$ cat src/rtl/mc_ctrl_fsm_pkg.sv
// mc_defs: shared state codes, instruction fields and datapath select encodings
package mc_defs;

    typedef enum logic [2:0] {
        S_IF  = 3'd0,
        S_DID = 3'd1,
        S_EXE = 3'd2,
        S_MEM = 3'd3,
        S_WB  = 3'd4
    } state_t;

    localparam logic [5:0] OP_RTYPE = 6'b000000;
    localparam logic [5:0] OP_ORI   = 6'b001101;
    localparam logic [5:0] OP_LUI   = 6'b001111;
    localparam logic [5:0] OP_LW    = 6'b100011;
    localparam logic [5:0] OP_SW    = 6'b101011;
    localparam logic [5:0] OP_BEQ   = 6'b000100;
    localparam logic [5:0] OP_J     = 6'b000010;
    localparam logic [5:0] OP_JAL   = 6'b000011;

    localparam logic [5:0] FN_ADDU  = 6'b100001;
    localparam logic [5:0] FN_SUBU  = 6'b100011;
    localparam logic [5:0] FN_JR    = 6'b001000;

    localparam logic [1:0] NPC_PC4  = 2'b00;
    localparam logic [1:0] NPC_BEQ  = 2'b01;
    localparam logic [1:0] NPC_J    = 2'b10;
    localparam logic [1:0] NPC_JR   = 2'b11;

    localparam logic [1:0] ALU_ADD  = 2'b00;
    localparam logic [1:0] ALU_SUB  = 2'b01;
    localparam logic [1:0] ALU_OR   = 2'b10;

    localparam logic [1:0] EXT_ZERO = 2'b00;
    localparam logic [1:0] EXT_SIGN = 2'b01;
    localparam logic [1:0] EXT_LUI  = 2'b10;

    localparam logic [1:0] WD_ALU   = 2'b00;
    localparam logic [1:0] WD_DM    = 2'b01;
    localparam logic [1:0] WD_PC4   = 2'b10;

    localparam logic [1:0] DST_RT   = 2'b00;
    localparam logic [1:0] DST_RD   = 2'b01;
    localparam logic [1:0] DST_RA   = 2'b10;

    typedef struct packed {
        logic is_r_alu;
        logic is_ori;
        logic is_lui;
        logic is_lw;
        logic is_sw;
        logic is_beq;
        logic is_j;
        logic is_jal;
        logic is_jr;
        logic is_bad;
    } ins_class_t;

endpackage

$ cat src/rtl/mc_ctrl_fsm_decode.sv
// mc_decode: op/funct to one-hot instruction class, plus add/sub selector for R-type ALU ops
module mc_decode
    import mc_defs::*;
#(
    parameter int OP_W = 6
) (
    input  logic [OP_W-1:0] op,
    input  logic [OP_W-1:0] funct,
    output ins_class_t      cls,
    output logic            r_sub
);

    logic rtype;

    // classify the instruction; anything not recognised is flagged bad
    always_comb begin
        rtype        = op == OP_RTYPE;
        cls.is_r_alu = rtype && (funct == FN_ADDU || funct == FN_SUBU);
        cls.is_jr    = rtype && funct == FN_JR;
        cls.is_ori   = op == OP_ORI;
        cls.is_lui   = op == OP_LUI;
        cls.is_lw    = op == OP_LW;
        cls.is_sw    = op == OP_SW;
        cls.is_beq   = op == OP_BEQ;
        cls.is_j     = op == OP_J;
        cls.is_jal   = op == OP_JAL;
        cls.is_bad   = !(cls.is_r_alu || cls.is_jr || cls.is_ori || cls.is_lui || cls.is_lw ||
                         cls.is_sw || cls.is_beq || cls.is_j || cls.is_jal);
        r_sub        = funct == FN_SUBU;
    end

endmodule

$ cat src/rtl/mc_ctrl_fsm.sv
// mc_ctrl_fsm: multi-cycle MIPS control FSM sequencing IF/DID/EXE/MEM/WB and driving datapath selects
module mc_ctrl_fsm
    import mc_defs::*;
#(
    parameter int ST_W = 3,
    parameter int OP_W = 6
) (
    input  logic            clk,
    input  logic            rst,
    input  logic [OP_W-1:0] op,
    input  logic [OP_W-1:0] funct,
    output logic            pc_we,
    output logic            ir_we,
    output logic [1:0]      npc_sel,
    output logic            rf_we,
    output logic            dm_we,
    output logic [1:0]      reg_dst,
    output logic [1:0]      wd_sel,
    output logic            alu_src_b,
    output logic [1:0]      ext_op,
    output logic [1:0]      alu_op,
    output logic            illegal,
    output logic [ST_W-1:0] state
);

    state_t     state_q;
    state_t     state_d;
    ins_class_t cls;
    logic       r_sub;

    mc_decode #(.OP_W(OP_W)) u_decode (
        .op    (op),
        .funct (funct),
        .cls   (cls),
        .r_sub (r_sub)
    );

    assign state = ST_W'(state_q);

    // state register; reset returns to fetch and abandons any instruction in flight
    always_ff @(posedge clk) begin
        if (!rst) state_q <= S_IF;
        else      state_q <= state_d;
    end

    // next-state: instruction class decides how far down the IF..WB chain it travels
    always_comb begin
        state_d = S_IF;
        case (state_q)
            S_IF:  state_d = S_DID;
            S_DID: state_d = (cls.is_j || cls.is_jal || cls.is_jr || cls.is_bad) ? S_IF : S_EXE;
            S_EXE: state_d = (cls.is_lw || cls.is_sw) ? S_MEM :
                             (cls.is_r_alu || cls.is_ori || cls.is_lui) ? S_WB : S_IF;
            S_MEM: state_d = cls.is_lw ? S_WB : S_IF;
            default: state_d = S_IF;
        endcase
    end

    // per-state datapath controls; everything held at 0 while reset is asserted
    always_comb begin
        pc_we     = 1'b0;
        ir_we     = 1'b0;
        npc_sel   = NPC_PC4;
        rf_we     = 1'b0;
        dm_we     = 1'b0;
        reg_dst   = DST_RT;
        wd_sel    = WD_ALU;
        alu_src_b = 1'b0;
        ext_op    = EXT_ZERO;
        alu_op    = ALU_ADD;
        illegal   = 1'b0;
        if (rst) begin
            case (state_q)
                S_IF: begin
                    ir_we = 1'b1;
                    pc_we = 1'b1;
                end
                S_DID: begin
                    pc_we   = cls.is_j || cls.is_jal || cls.is_jr;
                    npc_sel = cls.is_jr ? NPC_JR : (cls.is_j || cls.is_jal) ? NPC_J : NPC_PC4;
                    rf_we   = cls.is_jal;
                    reg_dst = cls.is_jal ? DST_RA : DST_RT;
                    wd_sel  = cls.is_jal ? WD_PC4 : WD_ALU;
                    illegal = cls.is_bad;
                end
                S_EXE: begin
                    alu_src_b = cls.is_ori || cls.is_lui || cls.is_lw || cls.is_sw;
                    ext_op    = cls.is_lui ? EXT_LUI :
                                (cls.is_lw || cls.is_sw || cls.is_beq) ? EXT_SIGN : EXT_ZERO;
                    alu_op    = cls.is_ori ? ALU_OR :
                                (cls.is_beq || (cls.is_r_alu && r_sub)) ? ALU_SUB : ALU_ADD;
                    pc_we     = cls.is_beq;
                    npc_sel   = cls.is_beq ? NPC_BEQ : NPC_PC4;
                end
                S_MEM: begin
                    alu_src_b = 1'b1;
                    ext_op    = EXT_SIGN;
                    dm_we     = cls.is_sw;
                end
                S_WB: begin
                    rf_we   = 1'b1;
                    reg_dst = cls.is_r_alu ? DST_RD : DST_RT;
                    wd_sel  = cls.is_lw ? WD_DM : WD_ALU;
                end
                default: ;
            endcase
        end
    end

endmodule
$ cat config.mk
export PLATFORM = sky130hd
export DESIGN_NAME = mc_ctrl_fsm
export DESIGN_NICKNAME = d
export VERILOG_FILES = /design/src/rtl/mc_ctrl_fsm_pkg.sv /design/src/rtl/mc_ctrl_fsm_decode.sv /design/src/rtl/mc_ctrl_fsm.sv
export SDC_FILE = /design/constraint.sdc
export NUM_CORES = 1
export LEC_CHECK = 0
export ABC_CLOCK_PERIOD_IN_PS = 1800
export CAP_MARGIN = 0
export CORE_MARGIN = 5
export CORE_UTILIZATION = 30
export DETAILED_ROUTE_END_ITERATION = 12
export GPL_TIMING_DRIVEN = 0
export PLACE_DENSITY = 0.67
export SYNTH_ARGS = -nofsm -noshare
export SYNTH_HDL_FRONTEND = slang
export SYNTH_HIERARCHICAL = 1
export SYNTH_SLANG_ARGS = --single-unit
export TNS_END_PERCENT = 1
$ cat constraint.sdc
create_clock -name clk -period 1.8 [get_ports clk]
set_input_delay 0.36 -clock clk [delete_from_list [all_inputs] [get_ports clk]]
set_output_delay 0.36 -clock clk [all_outputs]
set_load 0.005 [all_outputs]
======== Word level (Yosys, flattened, before mapping) ========
Index checks and enable logic that the tools add are counted.
word-level totals
  bits in registers ....................... 3
  output and inout bits ................... 19
  logic and storage cells ................. 78
cells by class
  eq/ne operators ......................... 14
  mux-type cells .......................... 37
  reductions and logical operators ........ 26
operators by type and width
  cell                  number
  $eq A6 B6 Y1 const B  4
  $mux W2               12
  $logic_or A1 B1 Y1    20
  $eq A6 B4 Y1 const B  3
  $pmux W2 S2           4
  $mux W1               14
  $eq A6 B2 Y1 const B  2
  $pmux W3 S4           1
  $mux W3               3
  $eq A3 B2 Y1 const B  2
  $eq A6 B3 Y1 const B  1
  $logic_not A6 Y1      1
  $pmux W1 S2           2
  $eq A3 B1 Y1 const B  1
  $eq A3 B3 Y1 const B  1
  $logic_and A1 B1 Y1   3
  $logic_not A3 Y1      1
  $pmux W1 S3           1
  $logic_not A1 Y1      1

======== Depth between registers and ports, before layout ========
  word-level depth ........................ 15
  depth in mapped cells ................... 7
  mapped depth without buffers ............ 6

======== Hierarchy ========
Netlist, hierarchy kept.
modules (own cells, without submodules)
  module       times used  cells an instance  area each (sq um)  sequential area each (sq um)
  mc_ctrl_fsm  1           50                 341.6              60.1
  mc_decode    1           32                 197.7              0.0

======== Worst setup path before layout ========
OpenSTA, ideal clock, no wires.
  path type ............................... input -> output
  from .................................... input op[3]
  to ...................................... output ext_op[0]
  arrival time ............................ 1365 ps
  data required time ...................... 1440 ps
  setup slack ............................. 75 ps
  cell stages on the path ................. 5
  buffers on the path ..................... 1
  path through ............................ buf_2 > nor4_1 > nor3_1 > nor2_1 > o21a_1
RTL lines
  element          RTL line           RTL
  start, declared  mc_ctrl_fsm.sv:10  input logic [OP_W-1:0] op,
  end, declared    mc_ctrl_fsm.sv:20  output logic [1:0] ext_op,

======== Worst setup path after layout ========
  from .................................... register state_q[2], in the netlist state[2]
  to ...................................... output ext_op[1]
on the way
  longest elaborated chain between the ends .. 3
  elaborated cells on any way between the ends .. 4
ends and longest elaborated chain
  element                 RTL line           RTL
  start, declared         mc_ctrl_fsm.sv:26  state_t state_q;
  start signal, assigned  mc_ctrl_fsm.sv:43  else state_q <= state_d;
  $eq A3 B2 Y1            mc_ctrl_fsm.sv:73  case (state_q)
  $pmux W2 S2 (*)         mc_ctrl_fsm.sv:73
  $mux W2 (*)             mc_ctrl_fsm.sv:72  if (rst) begin
Mark *: on every way between the ends. The rest lies on a longest branch, timed or not.

==> impl_metrics.tcl <==
set metrics [dict create \
    timing.critical_path.fanout_max 9 \
    drtAntennaViolNets 0 \
    cp_slowest_cell "clkdlybuf4s50_1" \
    power_report.internal_total_w 0.0002296 \
    yosysSeqAreaShare 0.1114 \
    pwr_density_cell_nw_per_um2 278.8 \
    design_area_um2 1224 \
    finalWeightedCongestion 0.8473 \
    first_global_vias 849 \
    clock_tree.htree_level_count 1 \
    switching_power_w 0.0001116 \
    crit-reg2reg-capture "state[1]" \
    drt_iter0_markers 15 \
    synthesis.instances 82 \
    drt-pass1-iter-count 4 \
    worst_hold_launch "state[1]" \
    synthSimpleGateAreaFrac 0.6729 \
    leakage_nw 0.5618 \
    timing_max_transition_violations_final 0 \
    grt_first_pass_wirelength_um 3553 \
    power.share.combinational 0.450 \
    timing.final.hold_violations 0 \
    worst_r2r_path_depth 5 \
    proportion_of_layout_cells_with_a_drive_suffix_above_1 0.5896 \
    synth_warnings 6 \
    clock_sink_count 3 \
    maximum_number_of_pins_on_one_net_before_global_route_repair 11 \
    dr_total_vias 844 \
    post_drt_via_cell_ratio 5.308 \
    synth_cell_type_count 32 \
    clk_root_buffer_cell "clkbuf_4" \
    height_of_the_chip_um 52.40 \
    timing.hold.worst.class "flop to flop" \
    failed_checks "negative setup slack" \
    max_cap_viol_count 0 \
    areaGrowthSynthToFinish_pct 126.9 \
    final_common_cell "buf_4" \
    number_of_flip_flops_in_the_largest_register 3 \
    timing_worst_setup_path_type "flop to output port" \
    run_status "finished, violations left" \
    vdd.ir_drop.worst_mv 0.2108 \
    sequentialPowerShare 0.204 \
    critPathBufInv 1 \
    cts.hold.buffers_added 0 \
    min_delay_worst_endpoint "state[2]" \
    num_rows 15 \
    slew-limit-headroom 0.8114 \
    syn_area_um2 539.3 \
    max_freq_ghz 0.5241 \
    antennaDiodeCount 0 \
    detail_route.drc_violations 0 \
    clock_skew_ns 0.005414 \
    cts.clk_slew.worst_paths_ns 0.03 \
    end_kind "output port" \
    final-setup-viol-count 9 \
    nets 149 \
    routed-wl-met3_um 123 \
    top_signal_layer_used "met4" \
    synth.net_count 96 \
    timing.final.crit_share 1.060 \
    clock_tree_from_tritoncts "done" \
    power.share.switching 0.3270 \
    grt.total_usage 0.1680 \
    met2_wirelength_um 1153 \
    detail_route.wirelength_um 2210 \
    m1WireLength_um 879 \
    data_required_time_at_the_worst_endpoint_ns 1.44 \
    synth_seq_cells 3 \
    post-route-worst-setup-slack_ns -0.1080 \
    worstMarginPinSlew_ns 0.2814 \
    r2r_start "state[0]" \
    numPlacedInstances 138 \
    fin_crit_ns 1.908 \
    mostFrequentLayoutCells "buf_4, nor2_1, buf_2" \
    clock_power_share 0.346 \
    place.detailed.hpwl_um 1419 \
    antenna_violations_before_repair 0 \
    placement.cell_area_um2 880.8 \
    grt-ovfl-total 0 \
    synth_xor_xnor_area_share 0 \
    worst_path_largest_cell_delay_ns 0.50 \
    timing.hold.worst_path_depth 2 \
    avgRoutedWirePerCell_um 13.90 \
    design.core.area_um2 1727 \
    worstSkewPairLatency_ns 0.24 \
    cts_buffers 3 \
    synthesized_area_fraction_occupied_by_adder_cells 0 \
    layout_cells_excl_fill 159 \
    synth_top_family_by_area "simple AND/OR/NAND/NOR gates" \
    arrival_ns 1.55 \
    grt_setup_unrepaired "true" \
    crit_path_cell_trace "and4bb_2 > and2_1 > clkdlybuf4s50_1" \
    startpoint_type "flop" \
    finalPower_w 0.0003412 \
    die_w_um 52.40 \
    start_util 0.3123 \
    rrSetupSlack_ns 0.71 \
    avgSynthCellArea_um2 6.576 \
    synth_mux_area_frac 0.02088 \
    ioPinCount 33 \
    area_fraction_in_compound_gates_after_synthesis 0.1415 \
    port_buffer_count 31 \
    floorplan.die_area_um2 2745 \
    cts-root-to-sink-buffers 2 \
    critical_path.top_delay_family "buffers and inverters" \
]
[power groups by stage]
stage / Clock, W / Combinational, W / Sequential, W
2_1_floorplan: 0 / 0.0000439 / 0.0000718
3_3_place_gp: 0 / 0.000101 / 0.0000722
3_5_place_dp: 0 / 0.000102 / 0.0000718
4_1_cts: 0.000124 / 0.000141 / 0.0000711
5_1_grt: 0.000131 / 0.000165 / 0.0000700
6_report: 0.000118 / 0.000153 / 0.0000697
[area by class of cell]
cell class	count	area (um^2)
clock buffers	4	26.28
inverters	1	3.754
well taps	25	31.28
plain buffers	3	30.03
fillers	136	503.0
repair buffers	49	430.4
flip-flops and latches	3	68.82
multi-input cells	74	633.1
[kinds of logic after synthesis]
group           count (synthesis)
compound gates                 12
buf+inv                         5
simple gates                   61
mux                             1
flops                           3
[synthesized netlist by cell type, drive strengths merged]
library cell,number,area share
a21oi,6,0.056
buf,4,0.046
and2,3,0.035
nor4b,2,0.032
and4bb,1,0.023
or3b,1,0.016
and4,2,0.032
dfxtp,3,0.11
nor3b,4,0.065
or4,1,0.014
inv,1,0.0070
a221oi,1,0.016
nor2,12,0.084
o21ai,2,0.019
nand3,1,0.0093
and3b,1,0.016
mux2,1,0.021
nand2b,5,0.058
nor3,6,0.056
and3,7,0.084
o21a,1,0.014
nor4,3,0.046
nand3b,1,0.014
nor2b,1,0.012
o221a,1,0.021
and2b,1,0.014
o2111ai,1,0.016
nand2,9,0.063
[how the worst max path moves through the flow]
stage | start | endpoint | slack, ns | cells after the start
2_1_floorplan | op[3] | ext_op[0] | 0.07 | 5
3_3_place_gp | op[0] | ext_op[0] | -1.23 | 7
3_5_place_dp | op[0] | ext_op[0] | -1.22 | 7
4_1_cts | op[5] | pc_we | -0.18 | 7
5_1_grt | op[5] | ext_op[1] | -0.18 | 6
6_report | state[2] | ext_op[1] | -0.11 | 3
[worst min-delay path: stages, from the launching register on]
cell and delay (ns):
dfxtp_4 0.37, nand2_1 0.10, a21oi_1 0.04
[repair_timing]
action,in CTS,in global routing
setup buffers,18,0
gates resized for setup,127,19
setup endpoints to repair,19,13
pin swaps,20,9
[routing by layer]
| layer | up-vias | track usage |
|---|---|---|
| li1 | 409 | - |
| met1 | 401 | 0.1661 |
| met2 | 28 | 0.3264 |
| met3 | 6 | 0.03704 |
| met4 | 0 | 0.07234 |
| met5 | - | 0 |
[stage by stage]
stage	hold slack [ns]	util	TNS, ns	setup slack, ns
CTS	0.5529	0.6804	-1.015	-0.1821
finish	0.5562	0.7087	-0.5944	-0.1080
floorplan	0.5681	-	0	0.07459
detailed placement	0.5905	0.5101	-15.03	-1.222
global placement	0.6187	0.5101	-14.73	-1.227
global route	0.5811	0.7087	-1.198	-0.1757
No activity file was read; power rests on OpenSTA's default activity.
